$ cat src/rtl/pipeline_pkg.sv
// Shared definitions for the pipeline hazard/sequencing control logic.
//   state_t     : sequencer FSM states (RUN, MEM_WAIT, TRAP)
//   REG_ADDR_W  : width of a register-file address field
//   BUBBLE_CTRL : control-bit pattern a flushed pipeline register loads
package pipeline_pkg;

  localparam int REG_ADDR_W = 5;

  // A flushed pipeline register loads all control bits as zero, which turns
  // the slot into a no-op that writes nothing and touches no memory.
  localparam logic [7:0] BUBBLE_CTRL = 8'h00;

  typedef enum logic [1:0] {
    RUN      = 2'd0,
    MEM_WAIT = 2'd1,
    TRAP     = 2'd2
  } state_t;

endpackage

$ cat src/rtl/hazard_detect.sv
// Load-use hazard compare (purely combinational).
// Ports:
//   id_rs, id_rt  : source register fields of the instruction in ID
//   ex_mem_read   : instruction in EX is a load
//   ex_rt_or_rd   : destination register of the instruction in EX
//   load_use      : ID needs the value the EX load has not produced yet
module hazard_detect
  import pipeline_pkg::*;
(
  input  logic [REG_ADDR_W-1:0] id_rs,
  input  logic [REG_ADDR_W-1:0] id_rt,
  input  logic                  ex_mem_read,
  input  logic [REG_ADDR_W-1:0] ex_rt_or_rd,
  output logic                  load_use
);

  // $zero is never a real dependency, so a load targeting it cannot stall.
  assign load_use = ex_mem_read
                  && (ex_rt_or_rd != '0)
                  && ((ex_rt_or_rd == id_rs) || (ex_rt_or_rd == id_rt));

endmodule

$ cat src/rtl/pipeline_hazard_ctrl.sv
// Central sequencer for the 5-stage pipeline: generates PC / pipeline
// register enables and flushes, resolves taken branches at MEM, stalls on
// load-use, freezes the whole pipeline during multi-cycle data-memory
// accesses and traps (sticky) on a memory timeout.
// Parameters: TIMEOUT (max MEM_WAIT cycles, 1..65535), CNT_W (perf width).
// Ports:
//   clk, rst_n                       : clock, async active-low reset
//   id_rs, id_rt, ex_mem_read,
//   ex_rt_or_rd                      : load-use compare inputs
//   mem_branch, mem_zero             : branch resolution from EX/MEM
//   mem_mem_read, mem_mem_write      : data-memory access in MEM
//   dmem_ready / dmem_req            : data-memory handshake
//   *_en / *_flush                   : register enables / bubble loads
//   pc_sel_branch                    : PC takes branch target
//   trap                             : sticky memory-timeout error
//   fsm_state                        : current sequencer state (debug)
// Handshake: dmem_req is held high for as long as the access in MEM is
// outstanding; the access completes in the cycle dmem_ready is high while
// dmem_req is high. dmem_ready with dmem_req low is ignored.
// Optional: define HAZARD_PERF_CNT_EN to add the stall_cycles,
// flush_events and loaduse_events saturating performance counters.
module pipeline_hazard_ctrl
  import pipeline_pkg::*;
#(
  parameter int TIMEOUT = 255,
  parameter int CNT_W   = 32
) (
  input  logic                  clk,
  input  logic                  rst_n,
  input  logic [REG_ADDR_W-1:0] id_rs,
  input  logic [REG_ADDR_W-1:0] id_rt,
  input  logic                  ex_mem_read,
  input  logic [REG_ADDR_W-1:0] ex_rt_or_rd,
  input  logic                  mem_branch,
  input  logic                  mem_zero,
  input  logic                  mem_mem_read,
  input  logic                  mem_mem_write,
  input  logic                  dmem_ready,
  output logic                  dmem_req,
  output logic                  pc_en,
  output logic                  if_id_en,
  output logic                  id_ex_en,
  output logic                  ex_mem_en,
  output logic                  mem_wb_en,
  output logic                  if_id_flush,
  output logic                  id_ex_flush,
  output logic                  ex_mem_flush,
  output logic                  mem_wb_flush,
  output logic                  pc_sel_branch,
  output logic                  trap,
  output logic [1:0]            fsm_state
`ifdef HAZARD_PERF_CNT_EN
  ,
  output logic [CNT_W-1:0]      stall_cycles,
  output logic [CNT_W-1:0]      flush_events,
  output logic [CNT_W-1:0]      loaduse_events
`endif
);

  localparam logic [15:0] WAIT_LAST = 16'(TIMEOUT - 1);

  state_t      state;
  logic [15:0] wait_cnt;
  logic        trap_q;

  logic load_use;
  logic mem_acc;
  logic active;
  logic acc_done;
  logic freeze;
  logic advance;
  logic taken;
  logic lu_stall;

  hazard_detect u_hazard_detect (
    .id_rs       (id_rs),
    .id_rt       (id_rt),
    .ex_mem_read (ex_mem_read),
    .ex_rt_or_rd (ex_rt_or_rd),
    .load_use    (load_use)
  );

  assign mem_acc  = mem_mem_read | mem_mem_write;
  assign active   = (state != TRAP);
  assign acc_done = mem_acc & dmem_ready;

  // Freeze: any outstanding access that has not completed this cycle.
  assign freeze   = active & mem_acc & ~dmem_ready;
  assign advance  = active & ~freeze;
  // Branch beats load-use: the flush already kills the dependent instruction.
  assign taken    = advance & mem_branch & mem_zero;
  assign lu_stall = advance & ~taken & load_use;

  // rst_n gating makes the request drop the instant reset asserts, even
  // while the MEM-stage inputs still describe the abandoned access.
  assign dmem_req      = rst_n & active & mem_acc;

  assign pc_en         = advance & ~lu_stall;
  assign if_id_en      = advance & ~lu_stall;
  assign id_ex_en      = advance;
  assign ex_mem_en     = advance;
  assign mem_wb_en     = advance;
  assign if_id_flush   = taken;
  assign id_ex_flush   = taken | lu_stall;
  assign ex_mem_flush  = taken;
  assign mem_wb_flush  = 1'b0;
  assign pc_sel_branch = taken;
  assign trap          = trap_q;
  assign fsm_state     = state;

  always_ff @(posedge clk or negedge rst_n) begin
    if (!rst_n) begin
      state    <= RUN;
      wait_cnt <= '0;
      trap_q   <= 1'b0;
    end else begin
      case (state)
        RUN: begin
          if (mem_acc && !dmem_ready) begin
            state    <= MEM_WAIT;
            wait_cnt <= '0;
          end
        end
        MEM_WAIT: begin
          if (acc_done) begin
            state <= RUN;
          end else if (wait_cnt == WAIT_LAST) begin
            // wait_cnt counts completed wait cycles minus one, so this is
            // the TIMEOUT-th wait cycle without completion.
            state  <= TRAP;
            trap_q <= 1'b1;
          end else begin
            wait_cnt <= wait_cnt + 16'd1;
          end
        end
        TRAP: begin
          trap_q <= 1'b1;
        end
        default: begin
          state <= RUN;
        end
      endcase
    end
  end

`ifdef HAZARD_PERF_CNT_EN
  localparam logic [CNT_W-1:0] CNT_MAX = '1;

  // In TRAP freeze/taken/lu_stall are all 0, so the counters hold there.
  always_ff @(posedge clk or negedge rst_n) begin
    if (!rst_n) begin
      stall_cycles   <= '0;
      flush_events   <= '0;
      loaduse_events <= '0;
    end else begin
      if (freeze && stall_cycles != CNT_MAX)
        stall_cycles <= stall_cycles + 1'b1;
      if (taken && flush_events != CNT_MAX)
        flush_events <= flush_events + 1'b1;
      if (lu_stall && loaduse_events != CNT_MAX)
        loaduse_events <= loaduse_events + 1'b1;
    end
  end
`endif

endmodule

$ cat config.mk
export PLATFORM = sky130hd
export DESIGN_NAME = pipeline_hazard_ctrl
export DESIGN_NICKNAME = d
export VERILOG_FILES = /design/src/rtl/pipeline_pkg.sv /design/src/rtl/hazard_detect.sv /design/src/rtl/pipeline_hazard_ctrl.sv
export SDC_FILE = /design/constraint.sdc
export NUM_CORES = 1
export LEC_CHECK = 0
export ABC_AREA = 1
export CAP_MARGIN = 20
export CORE_AREA = 3 3 66 68
export DETAILED_ROUTE_END_ITERATION = 8
export DIE_AREA = 0 0 69 71
export HOLD_SLACK_MARGIN = 0.05
export PLACE_DENSITY = 0.63
export SLEW_MARGIN = 15
export SYNTH_ARGS = -nofsm -noshare
export SYNTH_HDL_FRONTEND = slang
export SYNTH_SLANG_ARGS = --single-unit
$ cat constraint.sdc
create_clock -name clk -period 2.95 [get_ports clk]
set_input_delay 0.4425 -clock clk [delete_from_list [all_inputs] [get_ports clk]]
set_output_delay 0.4425 -clock clk [all_outputs]
set_load 0.05 [all_outputs]
==> summary.txt <==
GRT
  – Largest net degree at the start of global routing: 20
  – Gr usage total: 0.145
  – First-pass GRT wire length: slightly below 6 mm
  – Vias in the first global route: roughly 1,300
  – GRT overflow: 0
  – Antenna violations before repair: 0

Synthesis
  – EDFF count, synth: 0
  – Top cells by count, synth: nand2_1, inv_1, nor2_1
  – #FFs+latches synth: 19
  – Cell with the most instances after synthesis: nand2_1
  – Synth area leaders: dfrtp_1, nand2_1, inv_1
  – Leading area contributor after synthesis: dfrtp_1
  – Distinct cells, synth: 25
  – Predominant post-synthesis flop cell: dfrtp_1
  – Area of the mapped netlist: 1500 um^2
  – YS warnings: 0
  – Synth Area per Inst: between 6 and 7 um^2
  – Async SR Flop Fraction: 1.00
  – Post-synth top area share: 0.316
  – Mapped Cells: 247
  – Seq/Total Area, Yosys: 0.316
  – Syn nets: 272

Routing
  – Drt first pass iters: 4
  – DRC violation count after routing: 0
  – Drt wl/cell: around 10 um
  – Detail Route Antenna Nets: 0
  – Routed via count: 1,486
  – Via-per-instance ratio: 4.52
  – DRT iter0 DRCs: 84
  – Routed wire length: ~3.4 mm

Worst setup path
  – Slowest cell on the critical path: clkdlybuf4s50_1
  – Crit-path max FO: 5
  – Nature of the critical path startpoint: input port
  – Kind of critical path: input port to primary output
  – Critical Path RT: 2510 ps
  – Worst R2R Start: fsm_state[1]
  – Crit-path cells: clkdlybuf4s50_1 > nor2_1 > inv_1 > nand2_1 > nand2_1 > inv_1 > clkdlybuf4s50_1
  – CP Launch Point: mem_mem_write
  – Max incr delay on CP: 820 ps
  – Endpoint class of the critical path: primary output
  – Worst Path Arrival: between 2000 and 2500 ps

Cells and area
  – N_diodes: 0
  – Fillers: about 400
  – Share of post-route cells with drive strength above 1: 0.0824
  – Area Overhead vs Synth: 26.1%
  – Fin nets: approximately 310

Clock network
  – Postcts setup bufs: 0
  – Resize count post-CTS: 0
  – Total CTS buffers: 3
  – CTS max path bufs: 2
  – # clock sinks: 19
  – Clock root buffer: clkbuf_8
  – Htree depth: 1
  – Worst-path clk slew: roughly 70 ps
  – Insertion delay to the later sink of the worst-skew pair: between 200 and 300 ps
  – Hold-fix buffers, CTS: 0
  – CTS tree: done

Power
  – Sequential power share: 0.508
  – Clock power share: 0.365
  – Psw: approximately 120 uW
  – Worst-case vdd ir drop: 233 uV
  – Pwr Density: about 270 nW/um^2
  – Combinational fraction of design power: 0.127
  – Sw Share: 0.239
  – P_int: between 300 and 400 uW
  – Leak: approximately 0.00097 uW

Worst hold path
  – Worst Min Path Start: trap
  – Hold Crit Class: flip-flop to flip-flop

Placement
  – Input/output buffers: 35
  – RD Place Congestion: roughly 0.77
  – Post-Place Worst Slack: 339 ps
  – HPWL Detailed: about 2.5 mm

Timing
  – Clk_skew: about 0.90 ps
  – Max frequency: roughly 0.39 GHz
  – Worst setup margin: 358 ps
  – Rel. slew slack: 0.664
  – Final hold viol count: 0
  – Worst slew pin tran: approximately 500 ps
  – Fin crit period: about 2600 ps
  – RSZ-0062 raised after global routing: no
  – Period utilisation layout: 0.879
  – Max Slew Vio Count: 0
  – Final setup viols: 0
  – Setup TNS: 0 ps

Die
  – # IOs: 37
  – # rows: 23
  – Die Y: 71 um
  – Core ar.: between 3000 and 4000 um^2
  – Die W: 69 um
  – Initial core utilization: 0.384
  – Die Footprint: between 4000 and 5000 um^2

Run status
  – Outcome: finished clean

Run
  – Max-cap violations: 0
[metrics by stage]
stage | instances | hold slack [ps] | util | power [uW] | area, um^2
after floorplan | 247 | 147 | - | 289 | 1500
after global placement | 325 | 451 | 0.472 | 330 | 1850
after detailed placement | 325 | 472 | 0.472 | 330 | 1850
after CTS | 329 | 491 | 0.484 | 519 | 1890
after global routing | 329 | 508 | 0.484 | 537 | 1890
final | 329 | 487 | 0.484 | 512 | 1890
[flip-flops by register name, summed over array words and instances (netlist names)]
name,cells
wait_cnt,16
fsm_state,2
trap,1
[kinds of logic after synthesis]
group	share of synthesized area
flops	0.316
buf+inv	0.151
other cells	0.00250
compound gates	0.0816
fa+ha+maj	0.0167
simple gates	0.420
xor+xnor	0.0117
[path summary, 6_finish.rpt]
kind | endpoint | slack [ps] | depth (start not counted)
min reg2reg | trap | 490 | 1
max in group asynchronous | wait_cnt[0] | 2180 | 2
max reg2reg | wait_cnt[7] | 1330 | 7
min in group asynchronous | fsm_state[0] | 550 | 2
max | mem_wb_en | 360 | 7
min | trap | 490 | 1
[power groups by stage]
stage	clock network [uW]	logic [uW]	registers (uW)
floorplan	0	23.6	265
global placement	0	64.7	265
detailed placement	0	65.1	265
CTS	193	65.6	260
global route	205	71.8	260
finish	187	65.0	260
[per-layer routing]
| metal | vias up | global-route usage | part of all wire |
|---|---|---|---|
| li1 | 809 | - | - |
| met1 | 634 | 0.196 | 0.52 |
| met2 | 39 | 0.231 | 0.41 |
| met3 | 4 | 0.0313 | 0.055 |
| met4 | 0 | 0.0456 | 0.011 |
| met5 | - | 0 | 0 |
[cells in the final DEF, fill, tap and decap left out, drive strengths merged]
master | netlist | layout
a21oi | 8 | 8
buf | 8 | 9
clkbuf | 0 | 3
clkdlybuf4s50 | 0 | 27
clkinv | 2 | 3
conb | 1 | 1
dfrtp | 19 | 19
ha | 2 | 2
inv | 39 | 39
nand2 | 92 | 92
nand3 | 23 | 23
nand4 | 2 | 2
nor2 | 34 | 34
nor3 | 1 | 1
o21ai | 12 | 12
o21bai | 1 | 1
or2 | 1 | 1
xnor2 | 2 | 2
[layout make-up]
type | count | area, um^2 | share of cell area
clock inverters | 1 | 5.00 | 0.00264
repair buffers | 36 | 350 | 0.185
multi-input cells | 179 | 801 | 0.423
well taps | 50 | 62.6 | 0.0330
flip-flops and latches | 19 | 475 | 0.251
inverters | 41 | 159 | 0.0839
clock buffers | 3 | 41.3 | 0.0218
[critical path: cells and delay by family]
kind / cells / cell delay, ps
and+or+nand+nor: 3 / 280
buffers and inverters: 4 / 1450
Power figures use the tool's default switching activity.
